File: src/rtl/apb_pkg.sv
// Shared APB definitions used by the requester and the team's APB slave.
package apb_pkg;

  localparam int APB_DATA_WIDTH = 32;
  localparam int APB_ADDR_WIDTH = 8;

  typedef enum logic [1:0] {
    IDLE   = 2'd0,
    SETUP  = 2'd1,
    ACCESS = 2'd2
  } apb_state_e;

  // Counter must reach TIMEOUT; a disabled timeout still needs a legal 1-bit width.
  function automatic int timer_width(input int timeout);
    return (timeout < 1) ? 1 : $clog2(timeout + 1);
  endfunction

endpackage

File: src/rtl/apb_wait_timer.sv
// Wait-state counter for the ACCESS phase; expire flags the last allowed stall cycle.
module apb_wait_timer
  import apb_pkg::*;
#(
  parameter int TIMEOUT = 16
) (
  input  logic clk,
  input  logic rst,
  input  logic clr,
  input  logic en,
  output logic expire
);

  generate
    if (TIMEOUT == 0) begin : g_off
      assign expire = 1'b0;
    end else begin : g_on
      localparam int CW = timer_width(TIMEOUT);
      localparam logic [CW-1:0] LAST = CW'(TIMEOUT - 1);

      logic [CW-1:0] cnt;

      always_ff @(posedge clk) begin
        if (rst || clr) cnt <= '0;
        else if (en)    cnt <= cnt + CW'(1);
      end

      assign expire = (cnt == LAST);
    end
  endgenerate

endmodule

File: src/rtl/apb_master.sv
// APB requester: one valid/ready command in, one SETUP/ACCESS transfer out, one response pulse back.
module apb_master
  import apb_pkg::*;
#(
  parameter int DATA_WIDTH = APB_DATA_WIDTH,
  parameter int ADDR_WIDTH = APB_ADDR_WIDTH,
  parameter int TIMEOUT    = 16
) (
  input  logic                  pclk,
  input  logic                  preset,
  input  logic                  cmd_valid,
  output logic                  cmd_ready,
  input  logic                  cmd_write,
  input  logic [ADDR_WIDTH-1:0] cmd_addr,
  input  logic [DATA_WIDTH-1:0] cmd_wdata,
  output logic                  rsp_valid,
  output logic [DATA_WIDTH-1:0] rsp_rdata,
  output logic                  rsp_err,
  output logic                  psel,
  output logic                  penable,
  output logic                  pwrite,
  output logic [ADDR_WIDTH-1:0] paddr,
  output logic [DATA_WIDTH-1:0] pwdata,
  input  logic [DATA_WIDTH-1:0] prdata,
  input  logic                  pready
);

  apb_state_e state;
  logic       accept;
  logic       expire;

  assign cmd_ready = (state == IDLE) && !preset;
  assign accept    = cmd_valid && cmd_ready;

  apb_wait_timer #(.TIMEOUT(TIMEOUT)) u_timer (
    .clk    (pclk),
    .rst    (preset),
    .clr    (accept),
    .en     ((state == ACCESS) && !pready),
    .expire (expire)
  );

  always_ff @(posedge pclk) begin
    if (preset) begin
      state     <= IDLE;
      psel      <= 1'b0;
      penable   <= 1'b0;
      pwrite    <= 1'b0;
      paddr     <= '0;
      pwdata    <= '0;
      rsp_valid <= 1'b0;
      rsp_rdata <= '0;
      rsp_err   <= 1'b0;
    end else begin
      rsp_valid <= 1'b0;
      case (state)
        IDLE: begin
          if (cmd_valid) begin
            pwrite  <= cmd_write;
            paddr   <= cmd_addr;
            pwdata  <= cmd_wdata;
            psel    <= 1'b1;
            penable <= 1'b0;
            state   <= SETUP;
          end
        end
        SETUP: begin
          penable <= 1'b1;
          state   <= ACCESS;
        end
        ACCESS: begin
          // Address/data stay registered after completion; only the strobes drop.
          if (pready) begin
            rsp_rdata <= pwrite ? '0 : prdata;
            rsp_err   <= 1'b0;
            rsp_valid <= 1'b1;
            psel      <= 1'b0;
            penable   <= 1'b0;
            state     <= IDLE;
          end else if (expire) begin
            rsp_rdata <= '0;
            rsp_err   <= 1'b1;
            rsp_valid <= 1'b1;
            psel      <= 1'b0;
            penable   <= 1'b0;
            state     <= IDLE;
          end
        end
        default: begin
          psel    <= 1'b0;
          penable <= 1'b0;
          state   <= IDLE;
        end
      endcase
    end
  end

endmodule

File: config.mk
export PLATFORM = sky130hd
export DESIGN_NAME = apb_master
export DESIGN_NICKNAME = d
export VERILOG_FILES = /design/src/rtl/apb_pkg.sv /design/src/rtl/apb_wait_timer.sv /design/src/rtl/apb_master.sv
export SDC_FILE = /design/constraint.sdc
export NUM_CORES = 1
export LEC_CHECK = 0
export ABC_CLOCK_PERIOD_IN_PS = 2000
export CAP_MARGIN = 20
export CORE_AREA = 2 2 93 95
export DETAILED_ROUTE_END_ITERATION = 10
export DIE_AREA = 0 0 95 97
export GPL_TIMING_DRIVEN = 0
export PLACE_DENSITY = 0.73
export SLEW_MARGIN = 20
export SYNTH_ARGS = -nofsm -noshare
export SYNTH_HDL_FRONTEND = slang
export SYNTH_SLANG_ARGS = --single-unit
File: constraint.sdc
create_clock -name pclk -period 2 [get_ports pclk]
set_clock_uncertainty 0.2 [all_clocks]
set_input_delay 0.4 -clock pclk [delete_from_list [all_inputs] [get_ports pclk]]
set_output_delay 0.4 -clock pclk [all_outputs]
set_load 0.005 [all_outputs]
# Yosys cells after proc, flatten, opt, wreduce, memory -nomap -nowiden
# Cells that the tools add are included.
dict set report classes {
  n_eq_ne 5
  bitwise 2
  reduce_logical 13
  muxes 17
  addsub 1
}
# cell n
set op_table {}
lappend op_table {{32-bit two-way mux} 3}
lappend op_table {{1-bit two-way mux} 8}
lappend op_table {{2-bit two-way mux} 3}
lappend op_table {{1-bit case mux with 3 select lines} 2}
lappend op_table {{2-bit case mux with 3 select lines} 1}
lappend op_table {{2-bit AND reduction} 3}
lappend op_table {{5-bit by 1-bit adder with 5-bit output (second input constant)} 1}
lappend op_table {{5-bit by 4-bit equality test with 1-bit output (second input constant)} 1}
lappend op_table {{1-bit logical AND} 3}
lappend op_table {{3-bit inequality test (second input constant)} 1}
lappend op_table {{3-bit AND reduction} 1}
lappend op_table {{2-bit by 1-bit equality test with 1-bit output (second input constant)} 1}
lappend op_table {{2-bit equality test (second input constant)} 1}
lappend op_table {{1-bit zero test} 2}
lappend op_table {{2-bit zero test} 1}
lappend op_table {{2-bit inequality test (second input constant)} 1}
lappend op_table {{1-bit NOT} 2}
lappend op_table {{2-bit nonzero test} 1}
lappend op_table {{2-bit OR reduction} 1}
lappend op_table {{1-bit logical OR} 1}
dict set report word_totals {
  ff_bits 84
  out_inout_bits 78
}

# Longest topological paths before layout
# Gate-level depths: netlist (run 1).
dict set report depth {
  ltp_word 4
  mapped_depth 7
  mapped_depth_nobuf 6
}

# Hierarchy
# From an unflattened synthesis (run 1), not the netlist that was laid out.
dict set report hier_totals {
  cells_unflattened 372
  area_unflattened_um2 3210.6
}
# mod cells_each seq_area_each_um2 instances area_per_inst_um2
set modules_own_cells {}
lappend modules_own_cells {apb_master 348 1561.5 1 2952.8}
lappend modules_own_cells {apb_wait_timer 24 100.1 1 257.7}

# Worst setup path after synthesis (run 1)
# No wires, ideal clock.
dict set report synth_timing {
  path_kind {reg-to-reg}
  startpoint {register u_timer.g_on.cnt[0]}
  endpoint {register rsp_rdata[0]}
  required_time_ns 1.741
  synth_period_minus_slack_ns 1.931
  slack_ns 0.069
  path_buffers 1
  stages_incl_launch_ff 8
  arrival_time_ns 1.672
  cell_sequence {dfxtp_1 -> ha_1 -> and3_1 -> ha_1 -> or2_2 -> a21oi_2 -> buf_4 -> a22o_1}
}
dict set report synth_via {
  elab_chain_len 3
}
# element line_no
set synth_rtl {}
lappend synth_rtl {{start: declaration} apb_wait_timer.sv:21} ;# logic [CW-1:0] cnt;
lappend synth_rtl {{start signal: assignment} apb_wait_timer.sv:25} ;# else if (en) cnt <= cnt + CW'(1);
lappend synth_rtl {{5-bit by 4-bit equality test with 1-bit output} apb_wait_timer.sv:28} ;# assign expire = (cnt == LAST);
lappend synth_rtl {{2-bit nonzero test (no source line)} --}
lappend synth_rtl {{2-bit AND reduction (no source line)} --}
lappend synth_rtl {{end signal: assignment} apb_master.sv:74} ;# rsp_rdata <= pwrite ? '0 : prdata;
lappend synth_rtl {{end: declaration} apb_master.sv:17} ;# output logic [DATA_WIDTH-1:0] rsp_rdata,
# Every way passes these cells.
# A chain may end at the register's enable or synchronous reset.

# Worst setup path after layout (run 1)
dict set report layout_timing {
  startpoint {register u_timer.g_on.cnt[0]}
  endpoint {register rsp_rdata[5]}
}
# Same word-level chain as after synthesis.

==> flow_summary.yaml, run 1 <==
job:
  cap_violations: 0
timing:
  finalWorstSetupSlack_ns: 0.04466
  max_freq_mhz: 511.4
  finalHoldViolCount: 0
  setup_viol: 0
  rsz0062_at_grt: "yes"
  finalMaxSlewViolations: 0
  period_share: 0.9777
  fin_crit_ns: 1.955
  tns_ns: 0
  max_slew.worst_pin.slew_ns: 0.4439
  relSlewSlack: 0.7028
floorplan:
  start_util: 0.3370
  ioPinCount: 155
  core_area_sq_mm: 0.008134
  die_y_um: 97
  row_count: 33
  die_w_um: 95
  fp.dieArea_sq_mm: 0.009215
worst_setup_path:
  crit_path_end_kind: "flip-flop"
  crit_type: "flip-flop to flip-flop"
  cp.arrival_ns: 2.04
  critPathMaxFanout: 6
  worst_setup_path_start_kind: "flip-flop"
  cp.required_ns: 2.08
synth:
  yosysWarnings: 0
  synth.net_count: 294
  syn_inst: 215
  synth.lib_cells_used.distinct: 31
  avgSynthCellArea_sq_um: 12.75
  syn-cell-area_sq_mm: 0.002741
  synthArstFlopShare: 0
  yosysSeqAreaShare: 0.6134
  synthFlopType: "dfxtp_1"
  synth_edf_count: 0
  ys_ff_latch: 84
cells_and_area:
  fin_cells: 496
  n_antenna_cell: 0
  area_delta_synth_final_pct: 72.48
  fillers: 666
  nets: 465
  multiInputGateArea_sq_um: 970.9
  drive_gt1_frac: 0.1381
  ff_latch_area_sq_mm: 0.001685
grt:
  grt_pass1_vias: 2430
  antenna_found_initial: 0
  grt_pass1_wl_um: 11540
  overflow: 0
  grt_max_degree: 15
  grt_usage: 0.1572
clock_network:
  cts_inserted_buffers: 9
  insertion_delay_ns: 0.34
  cts_hold_buf: 0
  clock_path_buffers: 2
  cts_tree: "yes"
  clock_sinks: 84
  clkTransAtPathRegs_ns: 0.08
  h-tree-depth: 3
  cts_root_buf: "clkbuf_8"
detailed_routing:
  drc: 0
  avgRoutedWirePerCell_um: 15.05
  vias_per_cell: 4.776
  postRouteAntennaNets: 0
  routed-via-count: 2369
  drt_iter0_drc: 50
  drt_wl_total_um: 7463
  dr.pass1.iters: 4
power:
  ir_worst_vdd_mv: 0.3099
  switchingPower_w: 0.0008161
  swShare: 0.2378
  cellPowerDensity_mw_per_mm2: 725.8
  total_power_w: 0.003432
  pwr-share-seq: 0.523
  p_comb_frac: 0.148
  power.leakage_nw: 1.815
  p_clk_frac: 0.329
  p_int_w: 0.002616
placed_design:
  port_buffers: 153
  place_congestion: 0.6751
  dp.cells: 473
  dpl.hpwl_um: 5366
  pre_cts_slack_ns: -0.2490
min_path:
  hold_path.class: "input port to flip-flop"
run_status:
  outcome: "complete, no violations"
==> cell usage after synthesis, types with 2 or more instances <==
master    number  area [sq um]
a211oi_1       3         22.52
a21oi_1        4         20.02
a22o_1        73         639.4
buf_2          6         30.03
buf_4          7         52.55
buf_6          3         33.78
dfxtp_1       84          1682
ha_1           2         25.02
inv_1          2         7.510
nand2_1        2         7.510
nand2b_1       2         12.51
nor2_1         5         18.77
or2_2          3         18.77
xnor2_1        2         17.52
==> repair_timing <==
item                                    4_1_cts  5_1_grt
pin swaps                                     1        4
setup buffers                                 3        1
gates resized for setup                      10       13
gates cloned                                  3        0
endpoints found under the setup margin       31       23
hold endpoints to repair                      0        0
==> layer usage <==
metal | track usage | up-vias | routed length [um]
met5 | 0 | - | 0
met4 | 0.05686 | 0 | 57
met3 | 0.07477 | 7 | 958
met2 | 0.2488 | 130 | 3233
met1 | 0.1837 | 1070 | 3213
li1 | - | 1162 | -
==> cell usage in the layout, fill, tap and decap left out, drive strengths merged <==
| cell | n |
|---|---|
| nor4bb | 1 |
| nor2 | 5 |
| clkdlybuf4s50 | 152 |
| nand2b | 3 |
| inv | 2 |
| xnor2 | 2 |
| a211oi | 3 |
| ha | 2 |
| o21bai | 1 |
| a22o | 73 |
| nor3 | 1 |
| dfxtp | 84 |
| and3 | 1 |
| and2b | 1 |
| o31ai | 1 |
| buf | 23 |
| o21ai | 1 |
| nor3b | 2 |
| o22a | 1 |
| or2 | 3 |
| clkbuf | 11 |
| nand3 | 1 |
| a21oi | 5 |
| nor4b | 1 |
| clkinv | 2 |
| clkinvlp | 3 |
| dlygate4sd2 | 1 |
| nand2 | 2 |
| nor2b | 1 |
| or4 | 1 |
| and2 | 1 |
==> path summary, 6_finish.rpt <==
check / slack [ns] / startpoint / end / cells after the start
setup / recovery: 0.04 / u_timer.g_on.cnt[0] / rsp_rdata[5] / 8
hold / removal: 0.19 / preset / penable / 2
setup reg to reg: 0.04 / u_timer.g_on.cnt[0] / rsp_rdata[5] / 8
hold reg to reg: 0.27 / penable / penable / 2
==> state kept, by name, summed over array words and instances, names as in the netlist <==
name	flops
pwrite	1
state	2
u_timer.g_on.cnt	5
penable	1
rsp_valid	1
paddr	8
psel	1
rsp_err	1
rsp_rdata	32
pwdata	32
==> critical path, cell delays in order, from the launching register on <==
cell and delay, ns:
dfxtp_2 0.33, ha_2 0.18, and3_4 0.18, ha_4 0.15
or2_4 0.27, a21oi_4 0.20, buf_12 0.15, buf_6 0.11
a22o_1 0.13
==> power by group through the flow <==
| stage | Sequential, W | Combinational, W | Clock [W] |
|---|---|---|---|
| 2_1_floorplan | 0.00183 | 0.000141 | 0 |
| 3_3_place_gp | 0.00183 | 0.000473 | 0 |
| 3_5_place_dp | 0.00183 | 0.000480 | 0 |
| 4_1_cts | 0.00180 | 0.000500 | 0.00116 |
| 5_1_grt | 0.00181 | 0.000546 | 0.00124 |
| 6_report | 0.00180 | 0.000507 | 0.00113 |
==> metrics by stage <==
stage                       util  hold slack (ns)  cell area [sq um]
after CTS                 0.5739           0.1648               4668
after floorplan                -           0.2459               2741
after detailed placement  0.5415           0.2498               4404
final                     0.5813           0.1905               4728
after global placement    0.5415           0.2493               4404
after global routing      0.5813           0.2042               4728
==> logic make-up after synthesis <==
logic type / after synthesis / synth area share
buffers and inverters: 18 / 0.04519
adders and majority gates: 2 / 0.009127
xor gates and xnor gates: 2 / 0.006391
DFF: 84 / 0.6134
AOI/OAI and AO/OA: 85 / 0.2624
and+or+nand+nor: 24 / 0.06345
==> layout make-up <==
type                            count  share of cell area
Buffer                             16             0.02779
Timing Repair Buffer              160              0.3414
Inverter                            2            0.001588
Tap cell                          105             0.02779
Clock inverter                      5            0.007674
Clock buffer                       11             0.03202
Multi-Input combinational cell    113              0.2053
Sequential cell                    84              0.3564
No activity file was read; power rests on OpenSTA's default activity.
==> inputs of run 2 (changes only) <==
--- a/config.mk
+++ b/config.mk
@@ -5,13 +5,13 @@
 export SDC_FILE = /design/constraint.sdc
 export NUM_CORES = 1
 export LEC_CHECK = 0
-export ABC_CLOCK_PERIOD_IN_PS = 2000
+export ABC_AREA = 1
 export CAP_MARGIN = 20
-export CORE_AREA = 2 2 93 95
+export CORE_AREA = 2 2 95 97
 export DETAILED_ROUTE_END_ITERATION = 10
-export DIE_AREA = 0 0 95 97
+export DIE_AREA = 0 0 97 99
 export GPL_TIMING_DRIVEN = 0
-export PLACE_DENSITY = 0.73
+export PLACE_DENSITY = 0.74
 export SLEW_MARGIN = 20
 export SYNTH_ARGS = -nofsm -noshare
 export SYNTH_HDL_FRONTEND = slang
==> run 2 against run 1 <==
  * Die area up 4.2%
  * Hold slack worse by 0.048 ns
  * Flip-flop and latch count unchanged
  * Combinational power down 1%
  * First-iteration DRC count up 54%
  * Clock-buffer cell count down 2
==> flow_summary.yaml, run 2 <==
clock_network:
  cts_tree: "yes"
  cts_inserted_buffers: 9
  h-tree-depth: 3
  clock_path_buffers: 2
  insertion_delay_ns: 0.34
  clock_sinks: 84
  clkTransAtPathRegs_ns: 0.07
  cts_setup_buffers: 0
  cts_root_buf: "clkbuf_8"
synth:
  avgSynthCellArea_sq_um: 7.754
  synthTopCellsByCount: "nand2_1, dfxtp_1, nand3_1"
  synth_simple_gate_area_frac: 0.3053
  synth_top_family_by_area: "simple AND/OR/NAND/NOR gates"
  synth_adder_area_share: 0.008275
  yosysWarnings: 0
  synthTopCellsByArea: "dfxtp_1, nand2_1, nand3_1"
  syn_inst: 390
  synth-xor-area-share: 0
  synth.lib_cells_used.distinct: 18
  ys_ff_latch: 84
  syn-cell-area_sq_mm: 0.003024
  synthMuxAreaShare: 0
  synth_edf_count: 0
  yosysSeqAreaShare: 0.5561
  synthArstFlopShare: 0
  synth.net_count: 469
  synth-compound-area-share: 0.06620
  synth_top_area_share: 0.5561
  yosysTopAreaCell: "dfxtp_1"
  synthFlopType: "dfxtp_1"
  yosysMostFrequentCell: "nand2_1"
detailed_routing:
  drt_iter0_drc: 77
  postRouteAntennaNets: 0
  avgRoutedWirePerCell_um: 12.39
  vias_per_cell: 4.508
  routed-via-count: 2998
  drc: 0
  drt_wl_total_um: 8241
  dr.pass1.iters: 4
worst_setup_path:
  startpoint: "pwrite"
  worstPathBufferInverterCount: 1
  timing.rr.end: "rsp_rdata[14]"
  cp.depth: 1
  crit_end: "pwrite"
  crit_slowest_cell: "clkdlybuf4s50_1"
  crit_chain: "clkdlybuf4s50_1"
  critPathMaxFanout: 3
  cp.arrival_ns: 1.27
  crit_type: "flip-flop to output port"
  critical-path-max-stage-delay_ns: 0.55
  crit_path_end_kind: "output port"
  worst_setup_path_start_kind: "flip-flop"
  critPathTopFamily: "buffers and inverters"
  rrSetupSlack_ns: 0.19
  worst-r2r-cell-count: 10
  r2r_start: "u_timer.g_on.cnt[0]"
  cp.required_ns: 1.40
timing:
  holdWs_ns: 0.1429
  tns_ns: 0
  max_slew.worst_pin.slew_ns: 0.4126
  rsz0062_at_grt: "no"
  fin_crit_ns: 1.870
  relSlewSlack: 0.7250
  finalMaxSlewViolations: 0
  period_share: 0.9349
  finalHoldViolCount: 0
  max_freq_mhz: 534.8
  setup_viol: 0
grt:
  grt_usage: 0.1727
  antenna_found_initial: 0
  grt_pass1_vias: 3023
  overflow: 0
  grt_max_degree: 14
  grt_pass1_wl_um: 13790
cells_and_area:
  area_delta_synth_final_pct: 61.07
  fillers: 817
  multiInputGateArea_sq_mm: 0.001151
  final_cell_mix: "nand2_1, clkdlybuf4s50_1, dfxtp_1"
  final_common_cell: "nand2_1"
  drive_gt1_frac: 0.08618
  nets: 633
  n_antenna_cell: 0
  ff_latch_area_sq_mm: 0.001682
  largest_registers: "pwdata (32), rsp_rdata (32), paddr (8)"
  postLayoutCoreUtil: 0.5697
power:
  ir_worst_vdd_mv: 0.4084
  cellPowerDensity_mw_per_mm2: 702.1
  total_power_w: 0.003420
  power.leakage_nw: 2.030
floorplan:
  die_w_um: 97
  core_area_sq_mm: 0.008551
  start_util: 0.3537
  row_count: 34
  die_y_um: 99
  ioPinCount: 155
  fp.dieArea_sq_mm: 0.009603
min_path:
  hold_path.class: "input port to flip-flop"
placed_design:
  place_congestion: 0.8349
  dpl.hpwl_um: 6271
  port_buffers: 153
job:
  cap_violations: 0
run_status:
  outcome: "complete, no violations"
==> run 2: cell types whose count changed after synthesis, moves of 4 or more <==
cell / delta
nand3_1: +33
a22o_1: -73
o21ai_1: +30
buf_2: +10
inv_1: +11
buf_4: -7
nor2_2: +4
nand2_1: +173
==> run 2: cell families after synthesis <==
group	after synthesis
compound gates	40
flops	84
simple gates	226
fa+ha+maj	2
buf+inv	38
==> run 2: through the flow <==
step | std cells | setup slack [ns] | instance area (sq um)
2_1_floorplan | 390 | 0.3578 | 3024
3_3_place_gp | 651 | 0.07631 | 4691
3_5_place_dp | 651 | 0.05883 | 4691
4_1_cts | 665 | 0.09272 | 4868
5_1_grt | 665 | 0.01777 | 4871
6_report | 665 | 0.1302 | 4871
==> run 2: how the worst min path moves through the flow <==
stage	startpoint	endpoint	cells after the start
after floorplan	u_timer.g_on.cnt[4]	u_timer.g_on.cnt[4]	2
after global placement	paddr[6]	paddr[6]	2
after detailed placement	pwdata[17]	pwdata[17]	2
after CTS	preset	rsp_err	2
after global routing	preset	state[1]	2
final	preset	rsp_err	2
==> run 2: area by class of cell <==
type / count / area share
Buffer: 21 / 0.02646
Clock buffer: 9 / 0.02543
Clock inverter: 5 / 0.01130
Inverter: 17 / 0.01336
Multi-Input combinational cell: 268 / 0.2363
Sequential cell: 84 / 0.3452
Tap cell: 108 / 0.02774
Timing Repair Buffer: 153 / 0.3142
==> run 2: report_power, final <==
group          switching [W]  internal [W]  total [W]
Clock               0.000581      0.000559    0.00114
Combinational       0.000198      0.000302   0.000500
Sequential         0.0000375       0.00174    0.00178
==> run 2: metal layers <==
metal,up-vias,track usage,share of wire
met3,8,0.08298,0.12
li1,1545,-,-
met1,1320,0.2116,0.45
met2,125,0.2708,0.42
met4,0,0.05200,0.0095
met5,-,0,0
==> run 2: repair_timing <==
item,in CTS,in global routing
resized for setup,1,1
hold buffers,0,0
setup endpoints to repair,1,13
pin swaps,0,1
